--- config.mk ---
export PLATFORM = sky130hd
export DESIGN_NAME = spi_regbank_flat
export DESIGN_NICKNAME = d
export VERILOG_FILES = /design/src/rtl/spi_regbank_pkg.sv /design/src/rtl/spi_regbank_if.sv /design/src/rtl/spi_regbank_sync_edge.sv /design/src/rtl/spi_regbank.sv /design/src/flat_wrapper.sv
export SDC_FILE = /design/constraint.sdc
export NUM_CORES = 1
export LEC_CHECK = 0
export CORE_ASPECT_RATIO = 2
export CORE_MARGIN = 2
export CORE_UTILIZATION = 35
export CTS_CLUSTER_DIAMETER = 80
export DETAILED_ROUTE_END_ITERATION = 10
export PLACE_DENSITY_LB_ADDON = 0.12
export RECOVER_POWER = 100
export SLEW_MARGIN = 5
export SYNTH_ARGS = -nofsm -noshare
export SYNTH_HDL_FRONTEND = slang
export SYNTH_HIERARCHICAL = 1
export SYNTH_SLANG_ARGS = --single-unit
export TNS_END_PERCENT = 10
--- constraint.sdc ---
create_clock -name clk -period 4.15 [get_ports clk]
set_clock_uncertainty 0.05 [all_clocks]
set_input_delay 1.0375 -clock clk [delete_from_list [all_inputs] [get_ports clk]]
set_output_delay 1.0375 -clock clk [all_outputs]
set_load 0.02 [all_outputs]
--- src/rtl/spi_regbank_pkg.sv ---
// Shared constants and FSM encoding for the SPI-slave register bank.
package spi_regbank_pkg;

  localparam int         CMD_RD_BIT  = 7;
  localparam int         CMD_INC_BIT = 6;
  localparam logic [5:0] RD_BASE     = 6'h20;

  typedef enum logic [1:0] {
    IDLE = 2'd0,
    CMD  = 2'd1,
    DATA = 2'd2
  } state_t;

endpackage

--- src/rtl/spi_regbank_if.sv ---
// SPI pin bundle between the host (master) and the register bank (slave).
interface spi_regbank_if;
  logic sck;
  logic ssel;
  logic mosi;
  logic miso;

  modport master (output sck, output ssel, output mosi, input miso);
  modport slave  (input sck, input ssel, input mosi, output miso);
endinterface

--- src/rtl/spi_regbank_sync_edge.sv ---
// Three-flop synchroniser for an asynchronous pin, with optional one-CLK rise/fall pulses.
module spi_sync_edge #(
  parameter bit EDGE_EN = 1'b1
) (
  input  logic clk,
  input  logic rst_n,
  input  logic din,
  output logic sync,
  output logic rise,
  output logic fall
);

  logic [2:0] q;

  // Flops reset to 0 so a chip select already low at reset release never looks like a fall.
  always_ff @(posedge clk or negedge rst_n) begin
    if (!rst_n) q <= '0;
    else        q <= {q[1:0], din};
  end

  assign sync = q[2];

  generate
    if (EDGE_EN) begin : g_edge
      assign rise = q[1] & ~q[2];
      assign fall = ~q[1] & q[2];
    end else begin : g_no_edge
      assign rise = 1'b0;
      assign fall = 1'b0;
    end
  endgenerate

endmodule

--- src/rtl/spi_regbank.sv ---
// SPI-slave register bank: NCH write channels, NCH snapshotted read channels, DW-bit words.
// Optional macro SPI_REGBANK_AUTOINC_EN enables command bit6 auto-increment with in-region wrap.
module spi_regbank
  import spi_regbank_pkg::*;
#(
  parameter int NCH = 8,
  parameter int DW  = 8
) (
  input  logic              clk,
  input  logic              rst_n,
  spi_regbank_if.slave      spi,
  output logic [NCH*DW-1:0] wr_val,
  input  logic [NCH*DW-1:0] rd_val,
  output logic              wr_stb,
  output logic [4:0]        wr_addr
);

  localparam int         NB        = DW / 8;
  localparam logic [1:0] LAST_BYTE = 2'(NB - 1);

  logic sck_rise, sck_fall, ssel_rise, ssel_fall, mosi_s;
  logic sck_s_unused, ssel_s_unused, mosi_rise_unused, mosi_fall_unused;

  spi_sync_edge #(.EDGE_EN(1'b1)) u_sync_sck (
    .clk(clk), .rst_n(rst_n), .din(spi.sck),
    .sync(sck_s_unused), .rise(sck_rise), .fall(sck_fall)
  );

  spi_sync_edge #(.EDGE_EN(1'b1)) u_sync_ssel (
    .clk(clk), .rst_n(rst_n), .din(spi.ssel),
    .sync(ssel_s_unused), .rise(ssel_rise), .fall(ssel_fall)
  );

  spi_sync_edge #(.EDGE_EN(1'b0)) u_sync_mosi (
    .clk(clk), .rst_n(rst_n), .din(spi.mosi),
    .sync(mosi_s), .rise(mosi_rise_unused), .fall(mosi_fall_unused)
  );

  state_t          state, state_nx;
  logic [2:0]      bit_cnt;
  logic [1:0]      byte_cnt;
  logic [5:0]      addr, addr_nx;
  logic            rd_mode;
  logic            skip_shift;
  logic [DW-1:0]   tx;
  logic [DW-2:0]   asm_word;
  logic [NCH*DW-1:0] snap;
  logic            cmd_done, word_done;
  logic [DW-1:0]   word_in;
  logic [5:0]      cmd_addr;
  logic            cmd_rd;

  assign word_in  = {asm_word, mosi_s};
  assign cmd_addr = {asm_word[4:0], mosi_s};
  assign cmd_rd   = asm_word[CMD_RD_BIT-1];

  function automatic logic [DW-1:0] read_word(input logic [5:0] a);
    logic [DW-1:0] w;
    w = '0;
    for (int k = 0; k < NCH; k++) begin
      if (a[4:0] == 5'(k))
        w = (a >= RD_BASE) ? snap[k*DW +: DW] : wr_val[k*DW +: DW];
    end
    return w;
  endfunction

`ifdef SPI_REGBANK_AUTOINC_EN
  logic inc_mode;

  // Advance within the region of the current address; unmapped addresses hold.
  function automatic logic [5:0] next_addr(input logic [5:0] a);
    logic [5:0] base;
    base = (a >= RD_BASE) ? RD_BASE : 6'h00;
    if (int'(a[4:0]) >= NCH)     return a;
    if (int'(a[4:0]) == NCH - 1) return base;
    return a + 6'd1;
  endfunction

  assign addr_nx = inc_mode ? next_addr(addr) : addr;
`else
  assign addr_nx = addr;
`endif

  always_ff @(posedge clk or negedge rst_n) begin
    if (!rst_n) state <= IDLE;
    else        state <= state_nx;
  end

  // SSEL rise takes priority over a coincident SCK rise, so a finishing word is dropped.
  always_comb begin
    state_nx  = state;
    cmd_done  = 1'b0;
    word_done = 1'b0;
    unique case (state)
      IDLE: begin
        if (ssel_fall) state_nx = CMD;
      end
      CMD: begin
        if (ssel_rise) begin
          state_nx = IDLE;
        end else if (sck_rise && bit_cnt == 3'd7) begin
          state_nx = DATA;
          cmd_done = 1'b1;
        end
      end
      DATA: begin
        if (ssel_rise)
          state_nx = IDLE;
        else if (sck_rise && bit_cnt == 3'd7 && byte_cnt == LAST_BYTE)
          word_done = 1'b1;
      end
      default: state_nx = IDLE;
    endcase
  end

  always_ff @(posedge clk) begin
    if (ssel_fall) snap <= rd_val;
    if (sck_rise)  asm_word <= word_in[DW-2:0];
  end

  always_ff @(posedge clk or negedge rst_n) begin
    if (!rst_n) begin
      bit_cnt    <= '0;
      byte_cnt   <= '0;
      addr       <= '0;
      rd_mode    <= 1'b0;
      skip_shift <= 1'b0;
      tx         <= '0;
      wr_val     <= '0;
      wr_stb     <= 1'b0;
      wr_addr    <= '0;
`ifdef SPI_REGBANK_AUTOINC_EN
      inc_mode   <= 1'b0;
`endif
    end else begin
      wr_stb <= 1'b0;

      if (ssel_fall || ssel_rise) begin
        bit_cnt  <= '0;
        byte_cnt <= '0;
      end else if (state != IDLE && sck_rise) begin
        bit_cnt <= bit_cnt + 3'd1;
        if (state == DATA && bit_cnt == 3'd7)
          byte_cnt <= (byte_cnt == LAST_BYTE) ? 2'd0 : byte_cnt + 2'd1;
      end

      // The fall right after a load must not shift, or the word MSB would be lost.
      if (cmd_done) begin
        addr       <= cmd_addr;
        rd_mode    <= cmd_rd;
        tx         <= read_word(cmd_addr);
        skip_shift <= 1'b1;
`ifdef SPI_REGBANK_AUTOINC_EN
        inc_mode   <= asm_word[CMD_INC_BIT-1];
`endif
      end else if (word_done) begin
        if (!rd_mode && addr < RD_BASE) begin
          for (int k = 0; k < NCH; k++) begin
            if (addr[4:0] == 5'(k)) begin
              wr_val[k*DW +: DW] <= word_in;
              wr_stb             <= 1'b1;
              wr_addr            <= addr[4:0];
            end
          end
        end
        addr       <= addr_nx;
        tx         <= read_word(addr_nx);
        skip_shift <= 1'b1;
      end else if (state == DATA && sck_fall) begin
        if (skip_shift) skip_shift <= 1'b0;
        else            tx <= {tx[DW-2:0], 1'b0};
      end
    end
  end

  assign spi.miso = (state == DATA) && rd_mode && tx[DW-1];

endmodule

--- src/flat_wrapper.sv ---
// flat-port wrapper written by rule: the top's interface ports become plain ports
module spi_regbank_flat import spi_regbank_pkg::*;
#(
  parameter int NCH = 8,
  parameter int DW  = 8
)
  (clk, rst_n, wr_val, rd_val, wr_stb, wr_addr, spi_sck, spi_ssel, spi_mosi, spi_miso);
  spi_regbank_if spi_i ();
  input  logic clk;
  input  logic rst_n;
  output logic [NCH*DW-1:0] wr_val;
  input  logic [NCH*DW-1:0] rd_val;
  output logic wr_stb;
  output logic [4:0] wr_addr;
  input wire logic [$bits(spi_i.sck)-1:0] spi_sck;
  input wire logic [$bits(spi_i.ssel)-1:0] spi_ssel;
  input wire logic [$bits(spi_i.mosi)-1:0] spi_mosi;
  output wire logic [$bits(spi_i.miso)-1:0] spi_miso;
  assign spi_i.sck = spi_sck;
  assign spi_i.ssel = spi_ssel;
  assign spi_i.mosi = spi_mosi;
  assign spi_miso = spi_i.miso;
  spi_regbank #(.NCH(NCH), .DW(DW)) u_core (.clk(clk), .rst_n(rst_n), .spi(spi_i), .wr_val(wr_val), .rd_val(rd_val), .wr_stb(wr_stb), .wr_addr(wr_addr));
endmodule
* Word level (Yosys, flattened, before mapping)
Index checks and enable logic that the tools add are counted.
** Word-level totals
- Bits of input ports :: 69
- Bits in writable memories :: 0
- Word-level logic and storage cells :: 163
- Memories :: 0
- Output and inout bits :: 71
- Memory bits (read-only) :: 0
- Latch bits :: 0
- Flip-flop bits (word level) :: 173
** Cells by class
- Multiplexer cells :: 75
- Shifts and indexed selects :: 0
- $lt $le $gt $ge :: 3
- Div/mod/pow operators :: 0
- Add/subtract/negate cells :: 2
- Eq/ne operators :: 21
- Bitwise operators :: 9
- Multiply operators :: 0
- Reductions and logical operators :: 31
** Operators by type and width (count)
- two-way mux 8 bit :: 36
- equality test 5 x 3 -> 1 bit (second input constant) :: 8
- two-way mux 5 bit :: 8
- AND reduction 4 bit :: 9
- equality test 5 x 2 -> 1 bit (second input constant) :: 4
- two-way mux 1 bit :: 20
- two-way mux 2 bit :: 8
- >= comparator 6 bit (second input constant) :: 2
- equality test 5 x 1 -> 1 bit (second input constant) :: 2
- zero test 5 bit :: 2
- logical AND 1 bit :: 8
- nonzero test 8 bit :: 1
- less-than comparator 6 bit (second input constant) :: 1
- two-way mux 3 bit :: 2
- case mux 2 bit (3 select lines) :: 1
- nonzero test 2 bit :: 3
- inverter 1 bit :: 5
- bitwise AND 1 bit :: 4
- zero test 2 bit :: 2
- != test 2 x 1 -> 1 bit (second input constant) :: 2
- AND reduction 2 bit :: 2
- adder 3 x 1 -> 3 bit (second input constant) :: 1
- equality test 3 bit (second input constant) :: 1
- != test 3 x 1 -> 1 bit (second input constant) :: 1
- other kinds (8) :: 8

* Logic depth before layout (Yosys ltp)
- Depth after elaboration :: 12
- Mapped depth :: 10
- Mapped depth without buffers :: 8

* Modules after synthesis
Netlist, hierarchy kept.
** Modules (own cells, without submodules)
- spi_regbank :: cells an instance 679, seq. area each 4459.3 um2, times used 1, area an instance 8505.7 um2
- spi_sync_edge at u_core.u_sync_sck ... :: cells an instance 5, seq. area each 75.1 um2, times used 2, area an instance 90.1 um2
- spi_sync_edge at u_core.u_sync_mosi :: cells an instance 6, seq. area each 75.1 um2, times used 1, area an instance 93.8 um2

* Least setup slack after synthesis
No wires, ideal clock.
- Path type :: register to register
- From :: register u_core.u_sync_sck.q[2]
- To :: register u_core.wr_val[32]
- Arrival time :: 2316 ps
- Setup slack :: 1659 ps
- Period minus slack after synthesis :: 2491 ps
- Data required time :: 3975 ps
- Setup time :: 125 ps
- Buffers on the path :: 1
- Stages on the path, launching flop included :: 9
- Cell sequence :: dfrtp_1 -> nor2b_1 -> and3b_1 -> nand3_1 -> buf_2 -> nor3_4 -> nand2_4 -> nor2_8 -> mux2_2
** Between the ends
- Longest elaborated chain between the ends :: 8
- Elaborated cells on any way between the ends :: 12
- Those cells by class :: mux: 6; bitwise: 3; reduce/logical: 3
** Ends and longest elaborated chain
- start: declaration :: line spi_regbank_sync_edge.sv:13 : logic [2:0] q;
- start signal: assignment :: line spi_regbank_sync_edge.sv:18 : else q <= {q[1:0], din};
- inverter 1 bit * :: line spi_regbank_sync_edge.sv:25 : assign rise = q[1] & ~q[2];
- bitwise AND 1 bit * :: line spi_regbank_sync_edge.sv:25
- named net u_core.sck_rise :: line spi_regbank.sv:21 : logic sck_rise, sck_fall, ssel_rise, ssel_fall, mosi_s;
- logical AND 1 bit * :: line spi_regbank.sv:101, spi_regbank.sv:109
- logical AND 1 bit or two-way mux 1 bit (tied branches) :: line spi_regbank.sv:109, spi_regbank.sv:101
- two-way mux 1 bit (on tied branches) :: line spi_regbank.sv:109, spi_regbank.sv:99
- two-way mux 1 bit (on tied branches) :: line spi_regbank.sv:107, spi_regbank.sv:94
- two-way mux 1 bit or inverter 1 bit (tied branches)
- AND reduction 4 bit (no line) *
- end signal: indexed assignment :: line spi_regbank.sv:160 : wr_val[k*DW +: DW] <= word_in;
- end: declaration :: line spi_regbank.sv:12 : output logic [NCH*DW-1:0] wr_val,
Mark *: on every way through the listed nets, which the timed path passes. The rest lies on a longest branch.
A chain may end at the register's enable or synchronous reset.

* Worst setup path in the final report
- From :: register u_core.u_sync_sck.q[2]
- To :: register u_core.wr_val[13]
Same word-level chain as after synthesis.

==> key figures <==
Floorplanning
  – Starting Density: 0.357
  – Die area: between 0.02 and 0.03 mm²
  – Rows: 81
  – Die width: 116 µm
  – # IOs: 140
  – Die Ht: 228 µm
  – Core footprint: 0.0245 mm²

Clock tree
  – CTS tree: yes
  – CTS Buf Count: 17
  – Total clock sinks: approximately 170
  – CTS clk-pin slew, worst paths: roughly 60 ps
  – # hold bufs at CTS: 0
  – # Post-CTS Setup Buffers: 0
  – Root Buffer: clkbuf_16
  – Clk_lat worst skew: around 450 ps
  – H-Tree Depth: 4
  – CTS Buffer Depth: 2
  – Cts repair resizes: 0

Run
  – Max Cap Viol: 2

Setup path
  – FF-to-FF path depth: 9
  – CP Capture Point: u_core/wr_val[13]$_DFFE_PN0P_
  – Worst path arrival time: 3580 ps
  – CP max FO: 12
  – Nature of the critical path startpoint: flip-flop
  – R2R Setup Slk: 850 ps
  – Critical path startpoint: u_core/u_sync_sck/q[2]$_DFF_PN0_
  – Worst R2R End: u_core/wr_val[13]$_DFFE_PN0P_
  – Crit path kind: reg2reg
  – CP endpoint kind: flip-flop
  – Worst Path Required: approximately 4400 ps
  – Reg-to-Reg Start: u_core/u_sync_sck/q[2]$_DFF_PN0_

Drt
  – # DRC: 0
  – ANT nets after route: 0
  – Post-Route WL: 29.5 mm
  – Via Count: 6404
  – Vias per std cell: 5.48
  – Initial drt markers: ~450
  – Drt pass-1 iters: 5
  – Per-cell routed wire length: between 20 and 30 µm

STA
  – RSZ-0062 raised after global routing: false
  – Worst slew margin: -0.249
  – Setup TNS: 0 ps
  – Final Hold Viols: 0
  – Worst-margin pin slew: between 1500 and 2000 ps
  – Max Clk Rate: a little over 0.3 GHz
  – Final critical-path share of the clock period: 0.795
  – Max-slew violations: between 50 and 60
  – Fin crit period: 3300 ps
  – Final setup vio count: 0

Global route
  – First-pass GRT wire length: 43.1 mm
  – Largest net degree at the start of global routing: 103
  – Vias in the first global route: 6708
  – Total grt overflow: 0
  – Initial antenna violation count: 0
  – All-layer global routing usage: 0.228

Layout
  – Share of cells above drive strength 1: 0.178
  – Final core occ: 0.448
  – Ant diodes: 0
  – Nets@finish: 897
  – Design area: approximately 0.011 mm²
  – P&R area growth vs syn: 25.4%

Power
  – PwrDens: 331 mW/mm²
  – Worst VDD drop: 0.000269 V
  – LEAKAGE: 4.54 nW
  – Total power: about 3.6 mW

Placement
  – Port Buf Inserts: 139
  – Final Wtd Congestion: between 0.9 and 1
  – Post-DP HPWL: 21.8 mm
  – Placed Area: 0.0105 mm²

Worst hold path
  – Min-delay worst type: reg2reg
  – Hold path depth: 0

Yosys
  – Post-synthesis cell count: 692
  – Post-synthesis cell area: 0.00876 mm²
  – Synth warn: 6
  – Avg Inst Size Synth: 12.7 µm²
  – Post-Syn Nets: 765

Outcome
  – Failing checks: max-capacitance violations, max-slew violations
  – Status: finished, violations left
[per-stage QoR]
stage / worst slack (ps) / cells / hold slack (ps)
after floorplan: 1660 / 692 / 281
after global placement: 1390 / 1137 / 281
after detailed placement: 1360 / 1137 / 286
after CTS: 1000 / 1169 / 300
after global routing: 603 / 1169 / 305
final: 851 / 1169 / 299
[layout by cell type, fill, tap and decap left out, drive strengths merged, types with 2 or more instances in the layout]
cell type and instances:
a2111oi 4, a211oi 30, a21oi 22, a221oi 10
a22o 2, a311oi 7, a31oi 3, and2 3
and2b 3, and3 3, buf 14, clkbuf 26
clkinv 5, clkinvlp 6, dfrtp 102, dlygate4sd3 138
edfxtp 71, ha 4, inv 10, mux2 85
mux2i 88, mux4 6, nand2 38, nand2b 2
nand3 10, nor2 30, nor2b 20, nor3 15
nor3b 2, nor4 6, o21ai 24, o22ai 22
o32ai 2, or3 9, xor2 2
[power breakdown]
part / internal (mW) / leakage (nW) / switching, mW
sequential: 1.83 / 2.07 / 0.0379
clock: 0.840 / 0.258 / 0.692
combinational: 0.0947 / 2.22 / 0.135
[worst max-delay path, cell delays in order (launching register included)]
cell	delay, ps
dfrtp_1	370
nor2b_1	100
clkbuf_1	520
and3b_1	300
nand3_1	80
buf_4	190
nor3_1	280
nand2_1	410
nor2_4	480
mux2_2	380
[flip-flops by register name, summed over array words and instances, names as in the netlist, 5 cells and up]
name and count:
u_core/wr_val 64, u_core/wr_addr 5, u_core/tx 8, u_core/snap 64, u_core/asm_word 7, u_core/addr 6
[metal layers]
layer,vias to the layer above,GRT usage,part of all wire,wire [µm]
met1,3196,0.249,0.36,10600
met2,237,0.408,0.54,16000
met3,73,0.0390,0.044,1300
met4,0,0.127,0.054,1580
met5,-,0,0,0
li1,2898,-,-,-
[cell type report]
class / instances / area [µm²]
well taps: 332 / 415
clock inverters: 13 / 116
clock buffers: 19 / 443
fillers: 2368 / 13500
multi-input cells: 464 / 3760
repair buffers: 159 / 1530
flip-flops and latches: 173 / 4690
inverters: 9 / 33.8
[worst min-delay path by stage]
stage                                                    to  slack (ps)                               from
after global routing      u_core/u_sync_ssel/q[1]$_DFF_PN0_         310  u_core/u_sync_ssel/q[0]$_DFF_PN0_
after floorplan           u_core/u_sync_mosi/q[1]$_DFF_PN0_         280  u_core/u_sync_mosi/q[0]$_DFF_PN0_
final                      u_core/u_sync_sck/q[1]$_DFF_PN0_         300   u_core/u_sync_sck/q[0]$_DFF_PN0_
after CTS                  u_core/u_sync_sck/q[1]$_DFF_PN0_         300   u_core/u_sync_sck/q[0]$_DFF_PN0_
after detailed placement   u_core/u_sync_sck/q[1]$_DFF_PN0_         290   u_core/u_sync_sck/q[0]$_DFF_PN0_
after global placement     u_core/u_sync_sck/q[1]$_DFF_PN0_         280   u_core/u_sync_sck/q[0]$_DFF_PN0_
(Power assumes the default switching activity.)
